File: src/rtl/rggen_apb_host_ctrl_if.sv
// APB slave signals plus the flat register-bus request/response toward address decode.
// The slave modport is the host adapter's view; master is the APB/decode environment's view.
interface rggen_apb_host_ctrl_if #(
  parameter int ADDRESS_WIDTH = 8,
  parameter int DATA_WIDTH    = 32
);
  logic                      i_psel;
  logic                      i_penable;
  logic                      i_pwrite;
  logic [ADDRESS_WIDTH-1:0]  i_paddr;
  logic [DATA_WIDTH/8-1:0]   i_pstrb;
  logic [DATA_WIDTH-1:0]     i_pwdata;
  logic                      o_pready;
  logic [DATA_WIDTH-1:0]     o_prdata;
  logic                      o_pslverr;
  logic                      o_reg_valid;
  logic                      o_reg_write;
  logic [ADDRESS_WIDTH-1:0]  o_reg_address;
  logic [DATA_WIDTH/8-1:0]   o_reg_strobe;
  logic [DATA_WIDTH-1:0]     o_reg_write_data;
  logic                      i_reg_hit;
  logic                      i_reg_ready;
  logic                      i_reg_error;
  logic [DATA_WIDTH-1:0]     i_reg_read_data;

  modport slave (
    input  i_psel, i_penable, i_pwrite, i_paddr, i_pstrb, i_pwdata,
    output o_pready, o_prdata, o_pslverr,
    output o_reg_valid, o_reg_write, o_reg_address, o_reg_strobe, o_reg_write_data,
    input  i_reg_hit, i_reg_ready, i_reg_error, i_reg_read_data
  );

  modport master (
    output i_psel, i_penable, i_pwrite, i_paddr, i_pstrb, i_pwdata,
    input  o_pready, o_prdata, o_pslverr,
    input  o_reg_valid, o_reg_write, o_reg_address, o_reg_strobe, o_reg_write_data,
    output i_reg_hit, i_reg_ready, i_reg_error, i_reg_read_data
  );
endinterface

File: src/rtl/rggen_apb_host_ctrl.sv
// APB slave -> single-outstanding register bus; pready 2 cycles after setup at best, all APB outputs registered.
// ACCESS holds until ready, miss or PSEL abort; RGGEN_APB_HOST_TIMEOUT_EN adds a watchdog that ends a stuck access.
module rggen_apb_host_ctrl #(
  parameter int ADDRESS_WIDTH     = 8,
  parameter int DATA_WIDTH        = 32,
  parameter bit ERROR_ON_UNMAPPED = 1'b1,
  parameter int TIMEOUT_CYCLES    = 255
) (
  input logic                  clk,
  input logic                  rst,
  rggen_apb_host_ctrl_if.slave bus
);
  localparam int SW  = DATA_WIDTH / 8;
  localparam int LSB = $clog2(SW);
  localparam int TW  = $clog2(TIMEOUT_CYCLES + 1);
  localparam logic [ADDRESS_WIDTH-1:0] ADDR_MASK = ~ADDRESS_WIDTH'((1 << LSB) - 1);

  typedef enum logic [1:0] {
    ST_IDLE,
    ST_ACCESS,
    ST_RESPOND
  } state_e;

  state_e                   r_state;
  state_e                   w_state_next;
  logic                     w_setup;
  logic                     w_timeout;
  logic                     w_pready_next;
  logic [DATA_WIDTH-1:0]    w_prdata_next;
  logic                     w_pslverr_next;

  logic                     r_write;
  logic [ADDRESS_WIDTH-1:0] r_address;
  logic [SW-1:0]            r_strobe;
  logic [DATA_WIDTH-1:0]    r_write_data;
  logic                     r_pready;
  logic [DATA_WIDTH-1:0]    r_prdata;
  logic                     r_pslverr;

  always_ff @(posedge clk) begin
    if (rst) begin
      r_state <= ST_IDLE;
    end else begin
      r_state <= w_state_next;
    end
  end

  always_comb begin
    w_state_next   = r_state;
    w_setup        = 1'b0;
    w_pready_next  = 1'b0;
    w_prdata_next  = '0;
    w_pslverr_next = 1'b0;
    case (r_state)
      ST_IDLE: begin
        if (bus.i_psel && !bus.i_penable) begin
          w_setup      = 1'b1;
          w_state_next = ST_ACCESS;
        end
      end
      ST_ACCESS: begin
        // Abort outranks every completion source: the master has already left.
        if (!bus.i_psel) begin
          w_state_next = ST_IDLE;
        end else if (!bus.i_reg_hit) begin
          w_state_next   = ST_RESPOND;
          w_pready_next  = 1'b1;
          w_pslverr_next = ERROR_ON_UNMAPPED;
        end else if (bus.i_reg_ready) begin
          w_state_next   = ST_RESPOND;
          w_pready_next  = 1'b1;
          w_pslverr_next = bus.i_reg_error;
          w_prdata_next  = r_write ? '0 : bus.i_reg_read_data;
        end else if (w_timeout) begin
          w_state_next   = ST_RESPOND;
          w_pready_next  = 1'b1;
          w_pslverr_next = 1'b1;
        end
      end
      ST_RESPOND: begin
        w_state_next = ST_IDLE;
      end
      default: begin
        w_state_next = ST_IDLE;
      end
    endcase
  end

  always_ff @(posedge clk) begin
    if (rst) begin
      r_write      <= 1'b0;
      r_address    <= '0;
      r_strobe     <= '0;
      r_write_data <= '0;
    end else if (w_setup) begin
      r_write      <= bus.i_pwrite;
      r_address    <= bus.i_paddr & ADDR_MASK;
      r_strobe     <= bus.i_pwrite ? bus.i_pstrb : '1;
      r_write_data <= bus.i_pwdata;
    end
  end

  always_ff @(posedge clk) begin
    if (rst) begin
      r_pready  <= 1'b0;
      r_prdata  <= '0;
      r_pslverr <= 1'b0;
    end else begin
      r_pready  <= w_pready_next;
      r_prdata  <= w_prdata_next;
      r_pslverr <= w_pslverr_next;
    end
  end

`ifdef RGGEN_APB_HOST_TIMEOUT_EN
  logic [TW-1:0] r_wdog_count;

  always_ff @(posedge clk) begin
    if (rst) begin
      r_wdog_count <= '0;
    end else if (w_setup) begin
      r_wdog_count <= '0;
    end else if ((r_state == ST_ACCESS) && (w_state_next == ST_ACCESS)) begin
      r_wdog_count <= r_wdog_count + 1'b1;
    end
  end

  assign w_timeout = (r_wdog_count == TW'(TIMEOUT_CYCLES - 1));
`else
  logic [TW-1:0] w_unused_timeout_cfg;

  assign w_unused_timeout_cfg = TW'(TIMEOUT_CYCLES);
  assign w_timeout            = 1'b0;
`endif

  assign bus.o_pready         = r_pready;
  assign bus.o_prdata         = r_prdata;
  assign bus.o_pslverr        = r_pslverr;
  assign bus.o_reg_valid      = (r_state == ST_ACCESS);
  assign bus.o_reg_write      = r_write;
  assign bus.o_reg_address    = r_address;
  assign bus.o_reg_strobe     = r_strobe;
  assign bus.o_reg_write_data = r_write_data;
endmodule

File: src/flat_wrapper.sv
// flat-port wrapper written by rule: the top's interface ports become plain ports
module rggen_apb_host_ctrl_flat 
#(
  parameter int ADDRESS_WIDTH     = 8,
  parameter int DATA_WIDTH        = 32,
  parameter bit ERROR_ON_UNMAPPED = 1'b1,
  parameter int TIMEOUT_CYCLES    = 255
)
  (clk, rst, bus_i_psel, bus_i_penable, bus_i_pwrite, bus_i_paddr, bus_i_pstrb, bus_i_pwdata, bus_o_pready, bus_o_prdata, bus_o_pslverr, bus_o_reg_valid, bus_o_reg_write, bus_o_reg_address, bus_o_reg_strobe, bus_o_reg_write_data, bus_i_reg_hit, bus_i_reg_ready, bus_i_reg_error, bus_i_reg_read_data);
  rggen_apb_host_ctrl_if #(.ADDRESS_WIDTH(ADDRESS_WIDTH), .DATA_WIDTH(DATA_WIDTH)) bus_i ();
  input logic clk;
  input logic rst;
  input wire logic [$bits(bus_i.i_psel)-1:0] bus_i_psel;
  input wire logic [$bits(bus_i.i_penable)-1:0] bus_i_penable;
  input wire logic [$bits(bus_i.i_pwrite)-1:0] bus_i_pwrite;
  input wire logic [$bits(bus_i.i_paddr)-1:0] bus_i_paddr;
  input wire logic [$bits(bus_i.i_pstrb)-1:0] bus_i_pstrb;
  input wire logic [$bits(bus_i.i_pwdata)-1:0] bus_i_pwdata;
  output wire logic [$bits(bus_i.o_pready)-1:0] bus_o_pready;
  output wire logic [$bits(bus_i.o_prdata)-1:0] bus_o_prdata;
  output wire logic [$bits(bus_i.o_pslverr)-1:0] bus_o_pslverr;
  output wire logic [$bits(bus_i.o_reg_valid)-1:0] bus_o_reg_valid;
  output wire logic [$bits(bus_i.o_reg_write)-1:0] bus_o_reg_write;
  output wire logic [$bits(bus_i.o_reg_address)-1:0] bus_o_reg_address;
  output wire logic [$bits(bus_i.o_reg_strobe)-1:0] bus_o_reg_strobe;
  output wire logic [$bits(bus_i.o_reg_write_data)-1:0] bus_o_reg_write_data;
  input wire logic [$bits(bus_i.i_reg_hit)-1:0] bus_i_reg_hit;
  input wire logic [$bits(bus_i.i_reg_ready)-1:0] bus_i_reg_ready;
  input wire logic [$bits(bus_i.i_reg_error)-1:0] bus_i_reg_error;
  input wire logic [$bits(bus_i.i_reg_read_data)-1:0] bus_i_reg_read_data;
  assign bus_i.i_psel = bus_i_psel;
  assign bus_i.i_penable = bus_i_penable;
  assign bus_i.i_pwrite = bus_i_pwrite;
  assign bus_i.i_paddr = bus_i_paddr;
  assign bus_i.i_pstrb = bus_i_pstrb;
  assign bus_i.i_pwdata = bus_i_pwdata;
  assign bus_o_pready = bus_i.o_pready;
  assign bus_o_prdata = bus_i.o_prdata;
  assign bus_o_pslverr = bus_i.o_pslverr;
  assign bus_o_reg_valid = bus_i.o_reg_valid;
  assign bus_o_reg_write = bus_i.o_reg_write;
  assign bus_o_reg_address = bus_i.o_reg_address;
  assign bus_o_reg_strobe = bus_i.o_reg_strobe;
  assign bus_o_reg_write_data = bus_i.o_reg_write_data;
  assign bus_i.i_reg_hit = bus_i_reg_hit;
  assign bus_i.i_reg_ready = bus_i_reg_ready;
  assign bus_i.i_reg_error = bus_i_reg_error;
  assign bus_i.i_reg_read_data = bus_i_reg_read_data;
  rggen_apb_host_ctrl #(.ADDRESS_WIDTH(ADDRESS_WIDTH), .DATA_WIDTH(DATA_WIDTH), .ERROR_ON_UNMAPPED(ERROR_ON_UNMAPPED), .TIMEOUT_CYCLES(TIMEOUT_CYCLES)) u_core (.clk(clk), .rst(rst), .bus(bus_i));
endmodule
File: config.mk
export PLATFORM = sky130hd
export DESIGN_NAME = rggen_apb_host_ctrl_flat
export DESIGN_NICKNAME = d
export VERILOG_FILES = /design/src/rtl/rggen_apb_host_ctrl_if.sv /design/src/rtl/rggen_apb_host_ctrl.sv /design/src/flat_wrapper.sv
export SDC_FILE = /design/constraint.sdc
export NUM_CORES = 1
export LEC_CHECK = 0
export ABC_AREA = 1
export BUFFER_PORTS_ARGS = -buffer_cell sky130_fd_sc_hd__buf_4
export CAP_MARGIN = 20
export CORE_MARGIN = 5
export CORE_UTILIZATION = 47
export DETAILED_ROUTE_END_ITERATION = 8
export PLACE_DENSITY = 0.85
export SYNTH_ARGS = -nofsm -noshare
export SYNTH_HDL_FRONTEND = slang
export SYNTH_SLANG_ARGS = --single-unit
File: constraint.sdc
create_clock -name clk -period 3.3 [get_ports clk]
set_clock_uncertainty 0.2 [all_clocks]
set_input_delay 0.66 -clock clk [delete_from_list [all_inputs] [get_ports clk]]
set_output_delay 0.66 -clock clk [all_outputs]
set_load 0.05 [all_outputs]
# Word-level counts from Yosys, hierarchy flattened
# Cells that the tools add are included.
[totals]
reg_bits = 79
output_inout_bits = 80
ramBits = 0
mem_count = 0
mem_bits_ro = 0
inputBits = 84
elab_cells = 33
latchBits = 0
[op_classes]
bitwise_logic = 4
mux = 12
div = 0
n_addsub = 0
n_eq_ne = 3
multipliers = 0
shift = 0
reduce_logical = 6
n_lt_le_gt_ge = 0
[op_table]
columns = ["operator", "n"]
rows = [
  ["2-bit two-way mux", 4],
  ["1-bit two-way mux", 6],
  ["6-bit OR reduction", 1],
  ["4-bit two-way mux", 1],
  ["4-bit by 3-bit != test with 1-bit output, second input constant", 1],
  ["1-bit inverter", 4],
  ["2-bit one-hot mux with 2 select lines", 1],
  ["3-bit OR reduction", 1],
  ["2-bit by 1-bit equality test with 1-bit output, second input constant", 1],
  ["2-bit zero test", 1],
  ["2-bit by 1-bit != test with 1-bit output, second input constant", 1],
  ["2-bit AND reduction", 1],
  ["1-bit logical AND", 1],
  ["1-bit zero test", 1],
]

# Depth between registers and ports, before layout
# Gate-level depths: netlist of run 1.
[logic_depth]
word_depth = 4
ltp_mapped = 8
mapped_depth_nobuf = 6

# Least setup slack after synthesis of run 1
# OpenSTA, ideal clock, no wires.
[synth_timing]
path_kind = "reg-to-output"
startpoint = "reg u_core.r_state[0]"
endpoint = "out bus_o_reg_valid"
t_arrival_ps = 1026
required_time_ps = 2440
slack_ps = 1414
stages_incl_launch_ff = 3
path_buffers = 0
path_cell_list = "dfxtp_1 -> inv_1 -> nor2_1"
[synth_via]
elab_chain_cells = 1
[synth_lines]
columns = ["element", "line_no", "source"]
rows = [
  ["from (decl)", "rggen_apb_host_ctrl.sv:24", "state_e r_state;"],
  ["from (signal assigned)", "rggen_apb_host_ctrl.sv:44", "r_state <= w_state_next;"],
  ["2-bit by 1-bit equality test with 1-bit output", "rggen_apb_host_ctrl.sv:139", "assign bus.o_reg_valid = (r_state == ST_ACCESS);"],
  ["to (decl)", "flat_wrapper.sv:22", "output wire logic [$bits(bus_i.o_reg_valid)-1:0] bus_o_reg_valid;"],
]
# Every way passes these cells.

# Final worst setup path of run 1
# Same ends and word-level chain as after synthesis.

==> results of run 1 <==
## worst reg2reg max path, stage by stage, from the launching register on
cell and delay, ns:
dfxtp_1 0.33, nor2_2 0.15, nand2_2 0.12, inv_2 0.53, nor2_1 0.09, nor2_1 0.15
## layout by cell type (no fill, tap or decap), types with 2 or more instances in the layout
master      n
clkinv_2    4
clkbuf_8   10
buf_4     162
inv_1      42
conb_1      2
dfxtp_1    79
a21oi_1     4
nand2_1    49
nor2_1    122
nand3b_1   38
## state kept, by name, summed over array words and instances (netlist names)
name and cells:
u_core.bus.o_pslverr 1, u_core.bus.o_reg_write_data 32, u_core.r_state 2, u_core.bus.o_reg_address 6, u_core.bus.o_reg_strobe 4, u_core.bus.o_reg_write 1, u_core.bus.o_prdata 32, u_core.bus.o_pready 1
## Yosys cell counts
cell type  instances
nor3_1             1
nand3b_1          38
inv_2              1
a21oi_1            4
clkinv_1           1
dfxtp_1           79
nand2_1           49
nor2_2             1
nor2_1           122
buf_4              3
nor2_4             1
buf_2             12
nand3_1            1
conb_1             1
buf_6              2
nand3_2            1
inv_1             42
buf_1              1
clkbuf_1           3
nand2_2            1
## cells by family after synthesis
kind of cell	Yosys count	synth area share [%]
AO/OA/AOI/OAI	4	0.700
flip-flops	79	55.3
other	1	0.131
buffers and inverters	65	9.97
AND/OR/NAND/NOR	215	33.9
## per-layer routing
layer  up-vias  wire, um  global-route usage (%)
met5         -         0                       0
met2       120      3620                    33.5
li1       1385         -                       -
met1      1188      2990                    22.7
met4         0        96                    6.18
met3        10       957                    10.2
## per-stage QoR
stage	power [mW]	utilization [%]	hold WS [ns]	worst slack, ns
floorplan	1.29	-	0.392	1.41
global placement	1.43	68.5	0.266	0.925
detailed placement	1.44	69.0	0.273	1.26
CTS	2.06	71.9	0.288	1.36
global route	2.15	71.9	0.276	1.27
finish	2.04	71.9	0.284	1.38
## area by class of cell
| type | count | share of cell area [%] |
|---|---|---|
| flip-flops and latches | 79 | 37.2 |
| repair buffers | 163 | 29.2 |
| multi-input cells | 221 | 23.5 |
| inverters | 44 | 3.88 |
| clock buffers | 10 | 3.23 |
| well taps | 75 | 2.20 |
| clock inverters | 6 | 0.852 |
## power breakdown
part	leakage (nW)	switching (mW)	internal [mW]
logic	1.51	0.249	0.157
registers	0.645	0.0197	0.992
clock network	0.0918	0.338	0.289
## final timing paths
check	cells past startpoint	slack, ns	from	endpoint
worst min-delay path	2	0.28	u_core.bus.o_reg_write_data[10]	u_core.bus.o_reg_write_data[10]
worst min register to register	2	0.28	u_core.bus.o_reg_write_data[10]	u_core.bus.o_reg_write_data[10]
worst max register to register	5	1.66	u_core.r_state[1]	u_core.bus.o_reg_address[4]
worst max-delay path	3	1.38	u_core.r_state[0]	bus_o_reg_valid
==> impl_metrics.py, run 1 <==
metrics = {
    "critical_path": {
        "crit_family": "flip-flops",
        "critPathMaxFanout": 3,
        "crit_chain": "inv_1 -> nor2_1 -> buf_4",
        "path_buf_inv": 2,
        "crit_required_ns": 2.44,
        "start_kind": "register",
        "critPathCaptureType": "primary output",
        "crit_type": "register to primary output",
        "slowest_delay_ns": 0.37,
        "worst_path_max_delay_cell": "dfxtp_1",
        "arrival_ns": 1.06,
    },
    "global_routing": {
        "grt_usage_pct": 20.1,
        "grt_antenna_before_repair": 0,
        "grt-ovfl-total": 0,
        "grt_pass1_wl_um": 12200,
        "grt_max_degree": 40,
        "grt_pass1_vias": 2653,
    },
    "sta": {
        "tightest_slew_ns": 0.698,
        "period_minus_slack_ns": 1.92,
        "tns_ns": 0,
        "rsz0062_at_grt": "false",
        "drv_slew": 0,
        "setup-violations-final": 0,
        "max_freq_mhz": 521,
        "hold_viol": 0,
        "maxSlewHeadroom_pct": 53.4,
        "finalCritPeriodShare_pct": 58.1,
    },
    "clock_tree": {
        "postCtsHoldBufs": 0,
        "htree_levels": 3,
        "cts.clk_slew.worst_paths_ns": 0.08,
        "insertion_delay_ns": 0.34,
        "postCtsSetupRepairBufs": 0,
        "cts_tree": "done",
        "numCtsBuffers": 9,
        "clock_path_buffers": 2,
        "cts.repair.resized": 0,
        "cts_sinks": 79,
        "clockRootBuffer": "clkbuf_8",
    },
    "placed_design": {
        "place_area_um2": 4080,
        "post-place-cells": 582,
        "numPortBuffers": 159,
        "place_congestion": 0.760,
        "hpwlAfterDp_um": 5650,
    },
    "finish": {
        "ff_latch_area_um2": 1580,
        "n_fill_cell": 472,
        "fin_cells": 598,
        "drive_above_1_share_pct": 35.2,
        "diodes": 0,
        "design_area_um2": 4260,
        "multiInputGateArea_um2": 998,
        "syn2layout_area_growth_pct": 48.8,
        "nets": 602,
    },
    "floorplan": {
        "core-area_um2": 5920,
        "fp.dieH_um": 88.0,
        "fp-row-count": 28,
        "start_util_pct": 48.3,
        "io_pins": 164,
        "dieArea_um2": 7750,
        "die_w_um": 88.0,
    },
    "pwr": {
        "p_leak_nw": 2.25,
        "p_per_area_nw_per_um2": 480,
        "max-vdd-ir-drop_mv": 0.295,
    },
    "detailed_routing": {
        "drc_errors": 0,
        "vias": 2703,
        "wire_per_inst_um": 12.8,
        "detail_route.vias_per_cell": 4.52,
        "ant_nets": 0,
        "dr.first_iter.drc_count": 63,
        "wl_um": 7670,
        "dr.pass1.iters": 4,
    },
    "run_status": {
        "status": "completed",
    },
    "synthesis": {
        "synth_top_cell_area_share_pct": 55.3,
        "synth_area_leader_cell": "dfxtp_1",
        "avgSynthCellArea_um2": 7.86,
        "ys_types": 20,
        "syn_area_um2": 2860,
        "yosysWarnings": 0,
        "synth.area.top_cells": "dfxtp_1, nor2_1, nand3b_1",
        "ys_seq_elements": 79,
        "synth_cells": 364,
        "ys_seq_area_share_pct": 55.3,
    },
    "job": {
        "cap_viol_max_count": 0,
    },
    "min_path": {
        "worstHoldPathType": "register to register",
    },
}
No activity file was read; power rests on OpenSTA's default activity.
==> inputs of run 2 (changes only) <==
Settings changed: ABC_AREA 1 to 0, CORE_UTILIZATION 47 to 41, PLACE_DENSITY 0.85 to 0.78.
Clock period 3.3 ns to 1.78 ns, I/O delays scaled along.
==> impl_metrics.py, run 2 <==
metrics = {
    "run_status": {
        "status": "completed",
    },
    "detailed_routing": {
        "dr.pass1.iters": 4,
        "dr.first_iter.drc_count": 76,
        "wire_per_inst_um": 14.4,
        "wl_um": 7720,
        "drc_errors": 0,
        "detail_route.vias_per_cell": 4.60,
        "ant_nets": 0,
        "vias": 2462,
    },
    "critical_path": {
        "start_kind": "register",
        "crit_type": "register to primary output",
        "slowest_delay_ns": 0.34,
        "path_buf_inv": 2,
        "arrival_ns": 1.19,
        "crit_family": "flip-flops",
        "crit_required_ns": 1.22,
        "critPathMaxFanout": 5,
        "critPathCaptureType": "primary output",
        "crit_chain": "buf_4 -> nor2b_1 -> buf_6",
        "worst_path_max_delay_cell": "dfxtp_1",
    },
    "floorplan": {
        "io_pins": 164,
        "fp-row-count": 28,
        "die_w_um": 88.7,
        "start_util_pct": 42.4,
        "dieArea_um2": 7880,
        "fp.dieH_um": 88.7,
        "core-area_um2": 5990,
    },
    "sta": {
        "setup-violations-final": 0,
        "finalCritPeriodShare_pct": 98.0,
        "period_minus_slack_ns": 1.74,
        "max_freq_mhz": 573,
        "hold_viol": 0,
        "drv_slew": 0,
    },
    "pwr": {
        "p_leak_nw": 1.98,
        "p_per_area_nw_per_um2": 886,
        "pwr-share-seq_pct": 49.0,
        "p_total_mw": 3.76,
        "clockPowerShare_pct": 35.2,
        "switchingPower_mw": 0.997,
        "switching_share_pct": 26.5,
        "comb_power_share_pct": 15.8,
        "max-vdd-ir-drop_mv": 0.534,
        "p_int_mw": 2.77,
    },
    "placed_design": {
        "numPortBuffers": 159,
        "place_congestion": 0.780,
        "hpwlAfterDp_um": 5450,
    },
    "clock_tree": {
        "cts_tree": "done",
        "cts_sinks": 79,
        "clockRootBuffer": "clkbuf_8",
        "cts.clk_slew.worst_paths_ns": 0.08,
        "insertion_delay_ns": 0.34,
        "htree_levels": 3,
        "numCtsBuffers": 9,
        "clock_path_buffers": 2,
    },
    "global_routing": {
        "grt_usage_pct": 19.9,
        "grt_pass1_wl_um": 11900,
        "grt_max_degree": 45,
        "grt-ovfl-total": 0,
        "grt_antenna_before_repair": 0,
        "grt_pass1_vias": 2539,
    },
    "synthesis": {
        "ys_dominant_reg_cell": "dfxtp_1",
        "synth-compound-area-share_pct": 8.07,
        "ys_types": 19,
        "synth_top_cell_area_share_pct": 62.2,
        "synth_edf_count": 0,
        "synth_commonest_cells": "nand2_1, dfxtp_1, a21oi_1",
        "synthArstFlopShare_pct": 0,
        "synth_cells": 274,
        "synth_area_leader_cell": "dfxtp_1",
        "synth.most_common_cell": "nand2_1",
        "syn_area_um2": 2540,
        "synth.area.top_cells": "dfxtp_1, nand2_1, a21oi_1",
        "synth_top_family_by_area": "simple AND/OR/NAND/NOR gates",
        "yosysWarnings": 0,
        "synth-simple-area-share_pct": 25.9,
        "muxShareOfSynthArea_pct": 0,
        "synth-xor-area-share_pct": 0,
        "ys_seq_area_share_pct": 62.2,
        "ys_seq_elements": 79,
        "avgSynthCellArea_um2": 9.28,
        "synth_adder_area_share_pct": 0,
    },
    "finish": {
        "diodes": 0,
        "syn2layout_area_growth_pct": 67.0,
        "nets": 539,
        "final_cell_mix": "buf_4, nand2_1, dfxtp_1",
        "drive_above_1_share_pct": 40.7,
        "final_common_cell": "buf_4",
        "finish.utilization_pct": 70.9,
    },
    "min_path": {
        "worstHoldPathType": "input port to register",
    },
    "job": {
        "cap_viol_max_count": 0,
    },
}
-- run 2: cell types whose count changed after synthesis, moves of 2 or more --
cell	previous run	this run
nor2_1	122	7
inv_1	42	0
nand3b_1	38	0
a21oi_1	4	41
and2_1	0	32
nand2_1	49	80
clkbuf_1	3	10
buf_2	12	6
nor3_1	1	4
nor3b_1	0	3
nor2b_1	0	2
-- run 2: stage by stage --
step | area, um2 | hold WS [ns] | setup TNS (ns) | setup WS [ns] | std cells
5_1_grt | 4250 | 0.00326 | -0.00237 | -0.00237 | 535
6_report | 4250 | 0.0113 | 0 | 0.0362 | 535
3_3_place_gp | 3850 | 0.242 | -0.00955 | -0.00955 | 500
4_1_cts | 4240 | 0.000793 | 0 | 0.0352 | 535
3_5_place_dp | 3850 | 0.251 | -0.0611 | -0.0265 | 500
2_1_floorplan | 2550 | 0.248 | 0 | 0.0690 | 275
-- run 2: cells by family after synthesis --
| family | count (synthesis) |
|---|---|
| AND/OR/NAND/NOR | 134 |
| other | 1 |
| flip-flops | 79 |
| buffers and inverters | 19 |
| AO/OA/AOI/OAI | 41 |
-- run 2: repair_timing --
action	4_1_cts	5_1_grt
endpoints found under the hold margin	19	0
hold buffers	19	0
resized for setup	0	1
setup endpoints to repair	0	1
buffers inserted	0	0
-- run 2: final timing paths --
kind	start	to	slack [ns]	cells after the start
min reg2reg	u_core.bus.o_reg_write_data[9]	u_core.bus.o_reg_write_data[9]	0.26	2
min	bus_i_reg_read_data[18]	u_core.bus.o_prdata[18]	0.01	2
max reg2reg	u_core.r_state[1]	u_core.bus.o_reg_strobe[3]	0.09	4
max	u_core.r_state[0]	bus_o_reg_valid	0.04	3
-- run 2: per-layer routing --
metal  global-route usage (%)  vias to the layer above  wire length [um]
li1                         -                     1227                 -
met2                     33.2                      118              3790
met1                     21.1                     1103              2720
met4                     9.07                        0               174
met5                        0                        -                 0
met3                     9.68                       14              1030
-- run 2: final cells by class --
| type | instances | area [um2] |
|---|---|---|
| sequential | 79 | 1580 |
| clock buffer | 11 | 141 |
| multi-input combinational | 177 | 871 |
| tap | 75 | 93.8 |
| clock inverter | 5 | 57.6 |
| timing repair buffer | 188 | 1500 |
| fill | 453 | 1750 |
-- run 2: power by group through the flow --
stage                     Clock (mW)  Sequential [mW]  Combinational [mW]
after detailed placement           0             1.89               0.562
after global placement             0             1.88               0.554
after floorplan                    0             2.06               0.129
final                           1.32             1.84               0.595
after global routing            1.45             1.85               0.632
after CTS                       1.36             1.84               0.596
-- run 2: worst register-to-register path: stages (launching register included) --
cell and delay, ns:
dfxtp_1 0.32, or4b_1 0.59, buf_12 0.20, nor3b_1 0.19
nor3_1 0.06
